==> config.mk <==
export PLATFORM = sky130hd
export DESIGN_NAME = axi_lite_arbiter
export DESIGN_NICKNAME = d
export VERILOG_FILES = /design/src/rtl/axi_lite_arbiter.sv
export SDC_FILE = /design/constraint.sdc
export NUM_CORES = 1
export LEC_CHECK = 0
export ABC_AREA = 1
export BUFFER_PORTS_ARGS = -buffer_cell sky130_fd_sc_hd__buf_2
export CORE_AREA = 2 2 143 145
export DETAILED_ROUTE_END_ITERATION = 6
export DIE_AREA = 0 0 145 147
export GPL_ROUTABILITY_DRIVEN = 1
export PLACE_DENSITY = 0.61
export SYNTH_ARGS = -nofsm -noshare
export SYNTH_HDL_FRONTEND = slang
export SYNTH_SLANG_ARGS = --single-unit
export TNS_END_PERCENT = 10
==> constraint.sdc <==
create_clock -name clk -period 1.9 [get_ports clk]
set_clock_uncertainty 0.2 [all_clocks]
set_input_delay 0 -clock clk [delete_from_list [all_inputs] [get_ports clk]]
set_output_delay 0 -clock clk [all_outputs]
set_load 0.02 [all_outputs]
==> src/rtl/axi_lite_arbiter.sv <==
// Two-master (IFU read, LSU read/write) to one-slave AXI4-Lite arbiter.
// One transaction in flight, fixed LSU-over-IFU priority, registered master-side requests and upstream responses.
module axi_lite_arbiter #(
    parameter int ADDR_WIDTH = 32,
    parameter int DATA_WIDTH = 32
) (
    input  logic                    clk,
    input  logic                    rst,
    // fetch unit read
    input  logic [ADDR_WIDTH-1:0]   ifu_araddr,
    input  logic                    ifu_arvalid,
    output logic                    ifu_arready,
    output logic [DATA_WIDTH-1:0]   ifu_rdata,
    output logic [1:0]              ifu_rresp,
    output logic                    ifu_rvalid,
    input  logic                    ifu_rready,
    // load/store unit read
    input  logic [ADDR_WIDTH-1:0]   lsu_araddr,
    input  logic                    lsu_arvalid,
    output logic                    lsu_arready,
    output logic [DATA_WIDTH-1:0]   lsu_rdata,
    output logic [1:0]              lsu_rresp,
    output logic                    lsu_rvalid,
    input  logic                    lsu_rready,
    // load/store unit write
    input  logic [ADDR_WIDTH-1:0]   lsu_awaddr,
    input  logic                    lsu_awvalid,
    output logic                    lsu_awready,
    input  logic [DATA_WIDTH-1:0]   lsu_wdata,
    input  logic [DATA_WIDTH/8-1:0] lsu_wstrb,
    input  logic                    lsu_wvalid,
    output logic                    lsu_wready,
    output logic [1:0]              lsu_bresp,
    output logic                    lsu_bvalid,
    input  logic                    lsu_bready,
    // memory-side master
    output logic [ADDR_WIDTH-1:0]   m_araddr,
    output logic                    m_arvalid,
    input  logic                    m_arready,
    input  logic [DATA_WIDTH-1:0]   m_rdata,
    input  logic [1:0]              m_rresp,
    input  logic                    m_rvalid,
    output logic                    m_rready,
    output logic [ADDR_WIDTH-1:0]   m_awaddr,
    output logic                    m_awvalid,
    input  logic                    m_awready,
    output logic [DATA_WIDTH-1:0]   m_wdata,
    output logic [DATA_WIDTH/8-1:0] m_wstrb,
    output logic                    m_wvalid,
    input  logic                    m_wready,
    input  logic [1:0]              m_bresp,
    input  logic                    m_bvalid,
    output logic                    m_bready
);

    // state   | meaning
    // IDLE    | waiting for a request, grants are combinational
    // RD_ADDR | m_arvalid up with latched address
    // RD_DATA | m_rready up, waiting for read data
    // RD_RESP | owner's rvalid up with latched data
    // WR_REQ  | m_awvalid / m_wvalid up until each handshakes
    // WR_B    | m_bready up, waiting for write response
    // WR_RESP | lsu_bvalid up with latched bresp
    typedef enum logic [2:0] {
        IDLE, RD_ADDR, RD_DATA, RD_RESP, WR_REQ, WR_B, WR_RESP
    } state_t;

    state_t                  state, stateNext;
    logic                    owner;
    logic                    awDone, wDone;
    logic [ADDR_WIDTH-1:0]   addrReg;
    logic [DATA_WIDTH-1:0]   wdataReg;
    logic [DATA_WIDTH/8-1:0] wstrbReg;
    logic [DATA_WIDTH-1:0]   rdataReg;
    logic [1:0]              rrespReg;
    logic [1:0]              brespReg;

    logic wrGrant, lsuRdGrant, ifuRdGrant;
    logic awNow, wNow;

    assign wrGrant    = lsu_awvalid & lsu_wvalid;
    assign lsuRdGrant = !wrGrant & lsu_arvalid;
    assign ifuRdGrant = !wrGrant & !lsu_arvalid & ifu_arvalid;
    assign awNow      = awDone | m_awready;
    assign wNow       = wDone | m_wready;

    always_ff @(posedge clk) begin
        if (rst) state <= IDLE;
        else     state <= stateNext;
    end

    always_comb begin
        stateNext   = state;
        ifu_arready = 1'b0;
        lsu_arready = 1'b0;
        lsu_awready = 1'b0;
        lsu_wready  = 1'b0;
        ifu_rvalid  = 1'b0;
        lsu_rvalid  = 1'b0;
        lsu_bvalid  = 1'b0;
        m_arvalid   = 1'b0;
        m_rready    = 1'b0;
        m_awvalid   = 1'b0;
        m_wvalid    = 1'b0;
        m_bready    = 1'b0;
        case (state)
            IDLE: begin
                lsu_awready = wrGrant;
                lsu_wready  = wrGrant;
                lsu_arready = lsuRdGrant;
                ifu_arready = ifuRdGrant;
                if (wrGrant)                       stateNext = WR_REQ;
                else if (lsuRdGrant || ifuRdGrant) stateNext = RD_ADDR;
            end
            RD_ADDR: begin
                m_arvalid = 1'b1;
                if (m_arready) stateNext = RD_DATA;
            end
            RD_DATA: begin
                m_rready = 1'b1;
                if (m_rvalid) stateNext = RD_RESP;
            end
            RD_RESP: begin
                ifu_rvalid = !owner;
                lsu_rvalid = owner;
                if (owner ? lsu_rready : ifu_rready) stateNext = IDLE;
            end
            WR_REQ: begin
                m_awvalid = !awDone;
                m_wvalid  = !wDone;
                if (awNow && wNow) stateNext = WR_B;
            end
            WR_B: begin
                m_bready = 1'b1;
                if (m_bvalid) stateNext = WR_RESP;
            end
            WR_RESP: begin
                lsu_bvalid = 1'b1;
                if (lsu_bready) stateNext = IDLE;
            end
            default: stateNext = IDLE;
        endcase
    end

    always_ff @(posedge clk) begin
        if (rst) begin
            owner    <= 1'b0;
            awDone   <= 1'b0;
            wDone    <= 1'b0;
            addrReg  <= '0;
            wdataReg <= '0;
            wstrbReg <= '0;
            rdataReg <= '0;
            rrespReg <= '0;
            brespReg <= '0;
        end else begin
            case (state)
                IDLE: begin
                    if (wrGrant) begin
                        addrReg  <= lsu_awaddr;
                        wdataReg <= lsu_wdata;
                        wstrbReg <= lsu_wstrb;
                    end else if (lsuRdGrant) begin
                        addrReg <= lsu_araddr;
                        owner   <= 1'b1;
                    end else if (ifuRdGrant) begin
                        addrReg <= ifu_araddr;
                        owner   <= 1'b0;
                    end
                end
                RD_DATA: begin
                    if (m_rvalid) begin
                        rdataReg <= m_rdata;
                        rrespReg <= m_rresp;
                    end
                end
                WR_REQ: begin
                    // flags clear on exit so the next write starts fresh
                    if (awNow && wNow) begin
                        awDone <= 1'b0;
                        wDone  <= 1'b0;
                    end else begin
                        awDone <= awNow;
                        wDone  <= wNow;
                    end
                end
                WR_B: begin
                    if (m_bvalid) brespReg <= m_bresp;
                end
                default: ;
            endcase
        end
    end

    assign m_araddr  = addrReg;
    assign m_awaddr  = addrReg;
    assign m_wdata   = wdataReg;
    assign m_wstrb   = wstrbReg;
    assign ifu_rdata = rdataReg;
    assign ifu_rresp = rrespReg;
    assign lsu_rdata = rdataReg;
    assign lsu_rresp = rrespReg;
    assign lsu_bresp = brespReg;

endmodule

==> results of run 1 <==
==> flip-flops by register name, indices dropped and copies added (netlist names) <==
name,flops
ifu_rdata,32
m_araddr,32
m_wdata,32
m_wstrb,4
state,3
ifu_rresp,2
lsu_bresp,2
awDone,1
owner,1
wDone,1
==> synth_stat cells, drive strengths merged <==
cell type	count
inv	22
a211oi	2
nand3	42
buf	96
o21bai	13
clkinv	1
a21oi	55
nand3b	1
dfxtp	110
o21ai	104
nor3	2
nor2	163
clkbuf	15
a31oi	2
nand2	51
o22ai	13
o31ai	1
==> area by class of cell <==
cell class | count | area (sq um) | area share [%]
Inverter | 23 | 98.8 | 1.17
Tap cell | 270 | 338 | 4.00
Multi-Input combinational cell | 449 | 2100 | 24.8
Clock buffer | 9 | 225 | 2.66
Sequential cell | 110 | 2200 | 26.1
Clock inverter | 7 | 81.3 | 0.962
Timing Repair Buffer | 521 | 3410 | 40.3
==> cells by family after synthesis <==
kind of cell           share of synthesized area (%)
and+or+nand+nor                                 21.1
buffers and inverters                           16.5
AOI/OAI and AO/OA                               19.6
DFF                                             42.8
==> critical path: stages <==
cell,delay (ns)
buf_2,0.11
nand2_2,0.22
nand2_1,0.44
o22ai_1,0.28
o21bai_1,0.14
dlygate4sd3_1,0.57
a21oi_1,0.06
==> where the power goes <==
group	switching, W	internal, W	total [W]
Sequential	0.000497	0.00294	0.00344
Combinational	0.00293	0.00162	0.00455
Clock	0.000917	0.00104	0.00196
==> worst max path at each step <==
| stage | start | to | cells past startpoint |
|---|---|---|---|
| global placement | state[2] | m_wdata[15] | 8 |
| CTS | state[2] | lsu_awready | 7 |
| floorplan | state[1] | ifu_rdata[10] | 6 |
| finish | lsu_awvalid | m_araddr[1] | 7 |
| global route | lsu_awvalid | m_araddr[25] | 8 |
| detailed placement | state[0] | ifu_rdata[14] | 7 |
==> repair_timing <==
item                                    CTS  global route
hold endpoints to repair                110             0
cloned                                    0             0
resized for setup                         1             4
endpoints found under the setup margin    2            40
buffers inserted                          2             0
hold buffers                            145             0
pin swaps                                 1             0
==> per-layer routing <==
layer,global-route usage [%],routed length [um]
met5,0,0
met4,6.44,590
met3,4.60,1290
met2,30.4,9530
met1,21.0,8110
==> metrics by stage <==
step / setup WS [ns] / util (%) / cell area [sq um] / hold slack (ns)
after floorplan: 0.265 / - / 5140 / -0.131
after global placement: 0.210 / 33.6 / 6670 / 0.0207
after detailed placement: 0.191 / 33.6 / 6670 / 0.0298
after CTS: 0.0628 / 42.6 / 8440 / 0.00733
after global routing: 0.0157 / 42.6 / 8450 / 0.0961
final: 0.109 / 42.6 / 8450 / 0.0251
==> placed cells by master, fill, tap and decap left out, drive strengths merged <==
cell type    Yosys  routed
nand3           42      42
inv             22      25
nand3b           1       1
nor2           163     163
nand2           51      51
nor3             2       2
clkbuf          15       9
a31oi            2       2
bufinv           0       1
buf             96     376
dfxtp          110     110
o31ai            1       1
a211oi           2       2
clkinv           1       2
o21ai          104     104
clkinvlp         0       2
a21oi           55      55
o21bai          13      13
dlygate4sd3      0     145
o22ai           13      13
==> flow_metrics.tcl, run 1 <==
set metrics [dict create \
    cts-root-buf "clkbuf_16" \
    io_buffers 363 \
    grt_overflow 0 \
    ant_nets 0 \
    drt-vias-per-instance 4.48 \
    cp_data_arrival_time_ns 1.82 \
    die_y_um 147 \
    fin_nets 1296 \
    setup_viol 0 \
    grt_pass1_vias 6125 \
    relSlewSlack_pct 49.7 \
    coreArea_sq_um 19800 \
    r2r_start "state[1]" \
    netlist_top_cells_area "dfxtp_1, nor2_1, buf_4" \
    maxSlewViolCount 0 \
    rows 52 \
    grt_use_total_pct 17.6 \
    reg2reg_to "ifu_rdata[23]" \
    rrSetupSlack_ns 0.19 \
    rsz0062_at_grt "no" \
    setup_tns_ns 0 \
    syn_area_per_cell_sq_um 7.42 \
    clock.fmax_ghz 0.558 \
    synth_top_area_share_pct 42.8 \
    start_util_pct 25.9 \
    antenna_found_initial 0 \
    grt_pass1_wl_mm 30.7 \
    ios 364 \
    cts_buffers 9 \
    cap_violations 0 \
    fin_cells 1389 \
    ys_types 28 \
    clock_path_buffers 2 \
    min_period_ns 1.79 \
    status "finished clean" \
    synth.largest_area_cell "dfxtp_1" \
    n_antenna_cell 0 \
    synth.yosys.warnings 0 \
    cts-htree-levels 3 \
    critPathCaptureType "flip-flop" \
    grt_start_max_net_pins 65 \
    cp.required_ns 1.93 \
    cts_tree "built" \
    r2r_cells 6 \
    first_pass_iters 5 \
    drive_gt1_share_pct 36.6 \
    area_delta_synth_final_pct 64.3 \
    hold_viol_final 0 \
    clk_pin_slew_worst_paths_ns 0.08 \
    cp_max_fo 14 \
    worst_setup_path_start_kind "primary input" \
    netlist_area_sq_um 5140 \
    insertion_delay_ns 0.35 \
    drtIter0Drc 357 \
    route.detailed.drc 0 \
    fin_crit_sh_pct 94.3 \
    p_per_area_nw_per_um2 1180 \
    ys_ff_latch 110 \
    worstHoldEndpoint "state[0]" \
    gp_congestion 0.890 \
    worstMarginPinSlew_ns 0.754 \
    dp_cells 1226 \
    fill_cells 1986 \
    fp.dieW_um 145 \
    wl_per_cell_um 14.1 \
    yosysSeqAreaShare_pct 42.8 \
    die_area_sq_um 21300 \
    hp-start "lsu_bready" \
    whs_path_depth 5 \
    fin_total_pwr_w 0.00995 \
    crit_type "primary input to flip-flop" \
    place.detailed.hpwl_mm 13.3 \
    drt-total-wl_mm 19.5 \
    ir_drop_v 0.000531 \
    p_leak_nw 4.33 \
    synthCells 693 \
    vias 6227 \
    syn-num-nets 875 \
    hold_path_class "primary input to flip-flop" \
    cts_sinks 110 \
]
(Power assumes the default switching activity.)
==> run 2, diff against run 1 <==
--- a/config.mk
+++ b/config.mk
@@ -7,11 +7,11 @@
 export LEC_CHECK = 0
 export ABC_AREA = 1
 export BUFFER_PORTS_ARGS = -buffer_cell sky130_fd_sc_hd__buf_2
-export CORE_AREA = 2 2 143 145
+export CORE_AREA = 2 2 140 142
 export DETAILED_ROUTE_END_ITERATION = 6
-export DIE_AREA = 0 0 145 147
+export DIE_AREA = 0 0 142 144
 export GPL_ROUTABILITY_DRIVEN = 1
-export PLACE_DENSITY = 0.61
+export PLACE_DENSITY = 0.63
 export SYNTH_ARGS = -nofsm -noshare
 export SYNTH_HDL_FRONTEND = slang
 export SYNTH_SLANG_ARGS = --single-unit
==> run 2 against run 1 <==
Via count decreased by 0.43%. Worst hold slack gained 0.11 ns. Sequential share of layout area shrank 0.089 points. Cell area grew 0.40%. Critical path type is now flip-flop to flip-flop. Largest cell class unchanged.
==> flow_metrics.tcl, run 2 (synthesized netlist as in run 1, its figures left out) <==
set metrics [dict create \
    cts_tree "built" \
    drt-total-wl_mm 19.3 \
    clk_pin_slew_worst_paths_ns 0.08 \
    hold_viol_final 0 \
    vias 6200 \
    fin_nets 1302 \
    cts_buffers 9 \
    gp_congestion 0.905 \
    rsz0062_at_grt "no" \
    fin_total_pwr_w 0.0100 \
    drive_gt1_share_pct 36.8 \
    cts-root-buf "clkbuf_16" \
    coreArea_sq_um 19100 \
    slowest_stage "dlygate4sd3_1" \
    drt-vias-per-instance 4.55 \
    ant_nets 0 \
    grt_start_max_net_pins 61 \
    hold_path_class "primary input to flip-flop" \
    p_leak_nw 4.36 \
    r2r_start "state[1]" \
    crit_type "flip-flop to flip-flop" \
    endpoint "lsu_bresp[1]" \
    first_pass_iters 5 \
    reg2reg_to "lsu_bresp[1]" \
    io_buffers 363 \
    place.detailed.hpwl_mm 12.9 \
    cap_violations 0 \
    start_util_pct 27.0 \
    wl_per_cell_um 14.1 \
    antenna_found_initial 0 \
    slowest_delay_ns 0.55 \
    grt_pass1_wl_mm 28.7 \
    cts_setup_buffers 0 \
    grt_pass1_vias 5657 \
    status "finished clean" \
    worstMarginPinSlew_ns 0.534 \
    p_per_area_nw_per_um2 1180 \
    cts-htree-levels 3 \
    fill_cells 1894 \
    crit_path_start "state[1]" \
    setup_tns_ns 0 \
    drtIter0Drc 317 \
    rrSetupSlack_ns 0.09 \
    r2r_cells 7 \
    grt_use_total_pct 17.6 \
    fin_crit_sh_pct 95.1 \
    min_period_ns 1.81 \
    area_delta_synth_final_pct 65.0 \
    cp_data_arrival_time_ns 1.90 \
    clock.fmax_ghz 0.553 \
    clock_path_buffers 2 \
    layout_commonest_cell "buf_2" \
    relSlewSlack_pct 64.4 \
    cp_max_fo 6 \
    fp.dieW_um 142 \
    cp.required_ns 1.99 \
    ir_drop_v 0.000481 \
    insertion_delay_ns 0.35 \
    cts_sinks 110 \
    worst_setup_path_start_kind "flip-flop" \
    maxSlewViolCount 0 \
    setup_viol 0 \
    critPathCaptureType "flip-flop" \
    route.detailed.drc 0 \
    ios 364 \
    grt_overflow 0 \
    n_antenna_cell 0 \
    rows 51 \
    die_y_um 144 \
    cp_cell_sequence "inv_2, nand2_1, nor2_2, buf_4, nand3_1, dlygate4sd3_1, a21oi_1" \
    layout_common_cells "buf_2, nor2_1, dlygate4sd3_1, dfxtp_1, o21ai_0" \
    die_area_sq_um 20400 \
]
run 2: changes by cell type in the layout (fill, tap and decap cells not counted), moves of 2 or more:
cell / delta
buf_4: +2
inv_1: -2
dlygate4sd3_1: +4
inv_2: +2
run 2: how the worst min path moves through the flow:
| stage | end | cells past startpoint | startpoint |
|---|---|---|---|
| floorplan | lsu_bresp[0] | 1 | rst |
| global placement | m_wdata[6] | 3 | lsu_wdata[6] |
| detailed placement | m_wdata[6] | 3 | lsu_wdata[6] |
| CTS | m_araddr[1] | 6 | lsu_arvalid |
| global route | m_wdata[8] | 4 | lsu_wdata[8] |
| finish | m_araddr[1] | 6 | lsu_arvalid |
run 2: power breakdown:
group	total [W]	internal (W)	switching (W)
Sequential	0.00346	0.00294	0.000517
Combinational	0.00461	0.00167	0.00294
Clock	0.00196	0.00104	0.000922
run 2: layout make-up:
type                    count  area [sq um]  share of cell area [%]
clock buffers               9           225                    2.65
repair buffers            527          3480                    41.0
well taps                 238           298                    3.51
multi-input cells         449          2100                    24.7
clock inverters             7          81.3                   0.958
inverters                  23          95.1                    1.12
flip-flops and latches    110          2200                    26.0
run 2: repair_timing:
item / CTS / global route
endpoints found under the setup margin: 2 / 4
cloned: 1 / 0
resized for setup: 0 / 5
endpoints found under the hold margin: 110 / 0
hold buffers: 149 / 0
run 2: through the flow:
step	utilization (%)	hold WS (ns)	instances	setup slack (ns)	instance area (sq um)
finish	44.5	0.140	1363	0.0932	8490
global placement	34.9	0.0198	1197	0.224	6650
detailed placement	34.9	0.0267	1197	0.199	6650
global route	44.5	0.197	1363	0.000727	8490
CTS	44.4	0.130	1363	0.0309	8480
floorplan	-	-0.131	693	0.265	5140
run 2: routing by layer:
layer / global-route usage [%] / wire length (um) / up-vias / share of wire (%)
li1: - / - / 3076 / -
met1: 22.9 / 8270 / 2839 / 43
met2: 29.9 / 9460 / 258 / 49
met3: 3.01 / 1210 / 27 / 6.3
met4: 5.53 / 320 / 0 / 1.7
met5: 0 / 0 / - / 0
run 2: critical path: cells and delay by family, from the launching register on:
kind	cells	cell delay, ns
buffers and inverters	3	0.77
AND/OR/NAND/NOR	3	0.27
flip-flops	1	0.37
AO/OA/AOI/OAI	1	0.13
==> run 3, diff against run 2 <==
--- a/config.mk
+++ b/config.mk
@@ -12,6 +12,7 @@
 export DIE_AREA = 0 0 142 144
 export GPL_ROUTABILITY_DRIVEN = 1
 export PLACE_DENSITY = 0.63
+export REMOVE_ABC_BUFFERS = 1
 export SYNTH_ARGS = -nofsm -noshare
 export SYNTH_HDL_FRONTEND = slang
 export SYNTH_SLANG_ARGS = --single-unit
==> run 3 against run 2 <==
Clock power fell by 8%. Wire length fell by 4.7%. Clock-buffer cell count rose by 3. Power fell by 1.8%. Final cell count did not move. Sequential power fell by 1%. Cell area fell by 0.22%. First-iteration DRC count fell by 5.7%. Non-clock buffer count did not move. Worst hold slack got worse by 0.099 ns. Maximum frequency rose by 1.9%. Critical endpoint is now lsu_awready.
==> flow_metrics.tcl, run 3 (synthesized netlist as in run 1, its figures left out) <==
set metrics [dict create \
    die_y_um 144 \
    die_area_sq_um 20400 \
    highest_layer "met4" \
    cts-htree-levels 3 \
    cp_data_arrival_time_ns 1.57 \
    fp.dieW_um 142 \
    hold_path_class "primary input to flip-flop" \
    cts_sinks 110 \
    insertion_delay_ns 0.34 \
    clock_path_buffers 2 \
    p_per_area_nw_per_um2 1160 \
    clock.fmax_ghz 0.564 \
    setup_viol 0 \
    place.detailed.hpwl_mm 12.3 \
    cts_tree "built" \
    worst_setup_path_start_kind "flip-flop" \
    status "finished clean" \
    drt-vias-per-instance 4.43 \
    grt_use_total_pct 16.8 \
    area_delta_synth_final_pct 64.6 \
    gp_congestion 0.873 \
    antenna_found_initial 0 \
    layout_common_cells "buf_2, nor2_1, dlygate4sd3_1, dfxtp_1, o21ai_0" \
    cts-root-buf "clkbuf_16" \
    fin_ws_ns 0.127 \
    critPathCaptureType "output pin" \
    layout_commonest_cell "buf_2" \
    fin_crit_sh_pct 93.3 \
    ant_nets 0 \
    maxSlewViolCount 0 \
    met3_length_um 860 \
    worstMarginPinSlew_ns 0.314 \
    fill_cells 1903 \
    pre_cts_slack_ns 0.173 \
    start_util_pct 27.0 \
    drt-total-wl_mm 18.4 \
    grt_pass1_vias 5642 \
    route.detailed.drc 0 \
    crit_type "flip-flop to output pin" \
    coreArea_sq_um 19100 \
    vias 6042 \
    n_antenna_cell 0 \
    whs_path_depth 7 \
    drt-met1-wl_mm 8.09 \
    grt_start_max_net_pins 74 \
    relSlewSlack_pct 79.0 \
    multi_input_area_sq_um 2100 \
    ios 364 \
    min_period_ns 1.77 \
    clk_pin_slew_worst_paths_ns 0.07 \
    cts_buffers 9 \
    cp_max_fo 18 \
    wl_per_cell_um 13.5 \
    fin_cells 1363 \
    dr_wl_met2_mm 9.07 \
    r2r_cells 6 \
    dp_cells 1201 \
    grt_overflow 0 \
    ir_drop_v 0.000473 \
    drive_gt1_share_pct 36.7 \
    cap_violations 0 \
    cp.required_ns 1.70 \
    p_leak_nw 4.35 \
    drtIter0Drc 299 \
    first_pass_iters 5 \
    hold_viol_final 0 \
    grt_pass1_wl_mm 27.6 \
    fin_nets 1302 \
    seq_area_sq_um 2200 \
    io_buffers 363 \
    rsz0062_at_grt "no" \
    rows 51 \
]
[run 3: metal layers]
| layer | up-vias | track usage, % |
|---|---|---|
| li1 | 3077 | - |
| met1 | 2743 | 21.4 |
| met2 | 197 | 28.5 |
| met3 | 25 | 3.15 |
| met4 | 0 | 5.79 |
| met5 | - | 0 |
[run 3: power breakdown]
part           total [W]  leakage [nW]  switching [W]  internal, W
Combinational    0.00463          3.31        0.00292      0.00171
Sequential       0.00342         0.903       0.000475      0.00294
Clock            0.00181         0.133       0.000872     0.000934
Total            0.00985          4.35        0.00427      0.00558
[run 3: critical path, stage by stage (launching register included)]
cell	delay, ns
dfxtp_2	0.37
inv_4	0.09
nand2_2	0.08
nor2_4	0.13
inv_6	0.07
nor2_8	0.16
buf_12	0.16
buf_2	0.17
[run 3: metrics by stage]
stage               utilization, %  power, W  TNS [ns]  cell area (sq um)  hold slack [ns]
detailed placement            35.1   0.00774         0               6690           0.0266
global route                  44.4    0.0105         0               8470           0.0973
finish                        44.4   0.00985         0               8470           0.0406
global placement              35.1   0.00772         0               6690           0.0193
floorplan                        -   0.00593    -18.16               4390           -0.131
CTS                           44.3   0.00990         0               8450           0.0200
[run 3: final timing paths]
check	endpoint	startpoint	slack [ns]
setup / recovery	lsu_awready	state[2]	0.13
hold / removal	state[0]	ifu_rready	0.04
setup reg to reg	lsu_bresp[1]	state[1]	0.15
hold reg to reg	lsu_bresp[0]	lsu_bresp[0]	0.26
[run 3: layout make-up]
class / count / area share [%]
timing repair buffer: 527 / 41.2
sequential: 110 / 26.0
multi-input combinational: 449 / 24.8
tap: 238 / 3.52
clock buffer: 12 / 2.91
inverter: 23 / 1.18
clock inverter: 4 / 0.355
[run 3: what timing repair did]
action,CTS,global route
endpoints found under the setup margin,2,35
resized for setup,2,7
buffers inserted,1,0
endpoints found under the hold margin,110,0
hold buffers,145,0
pin swaps,1,0
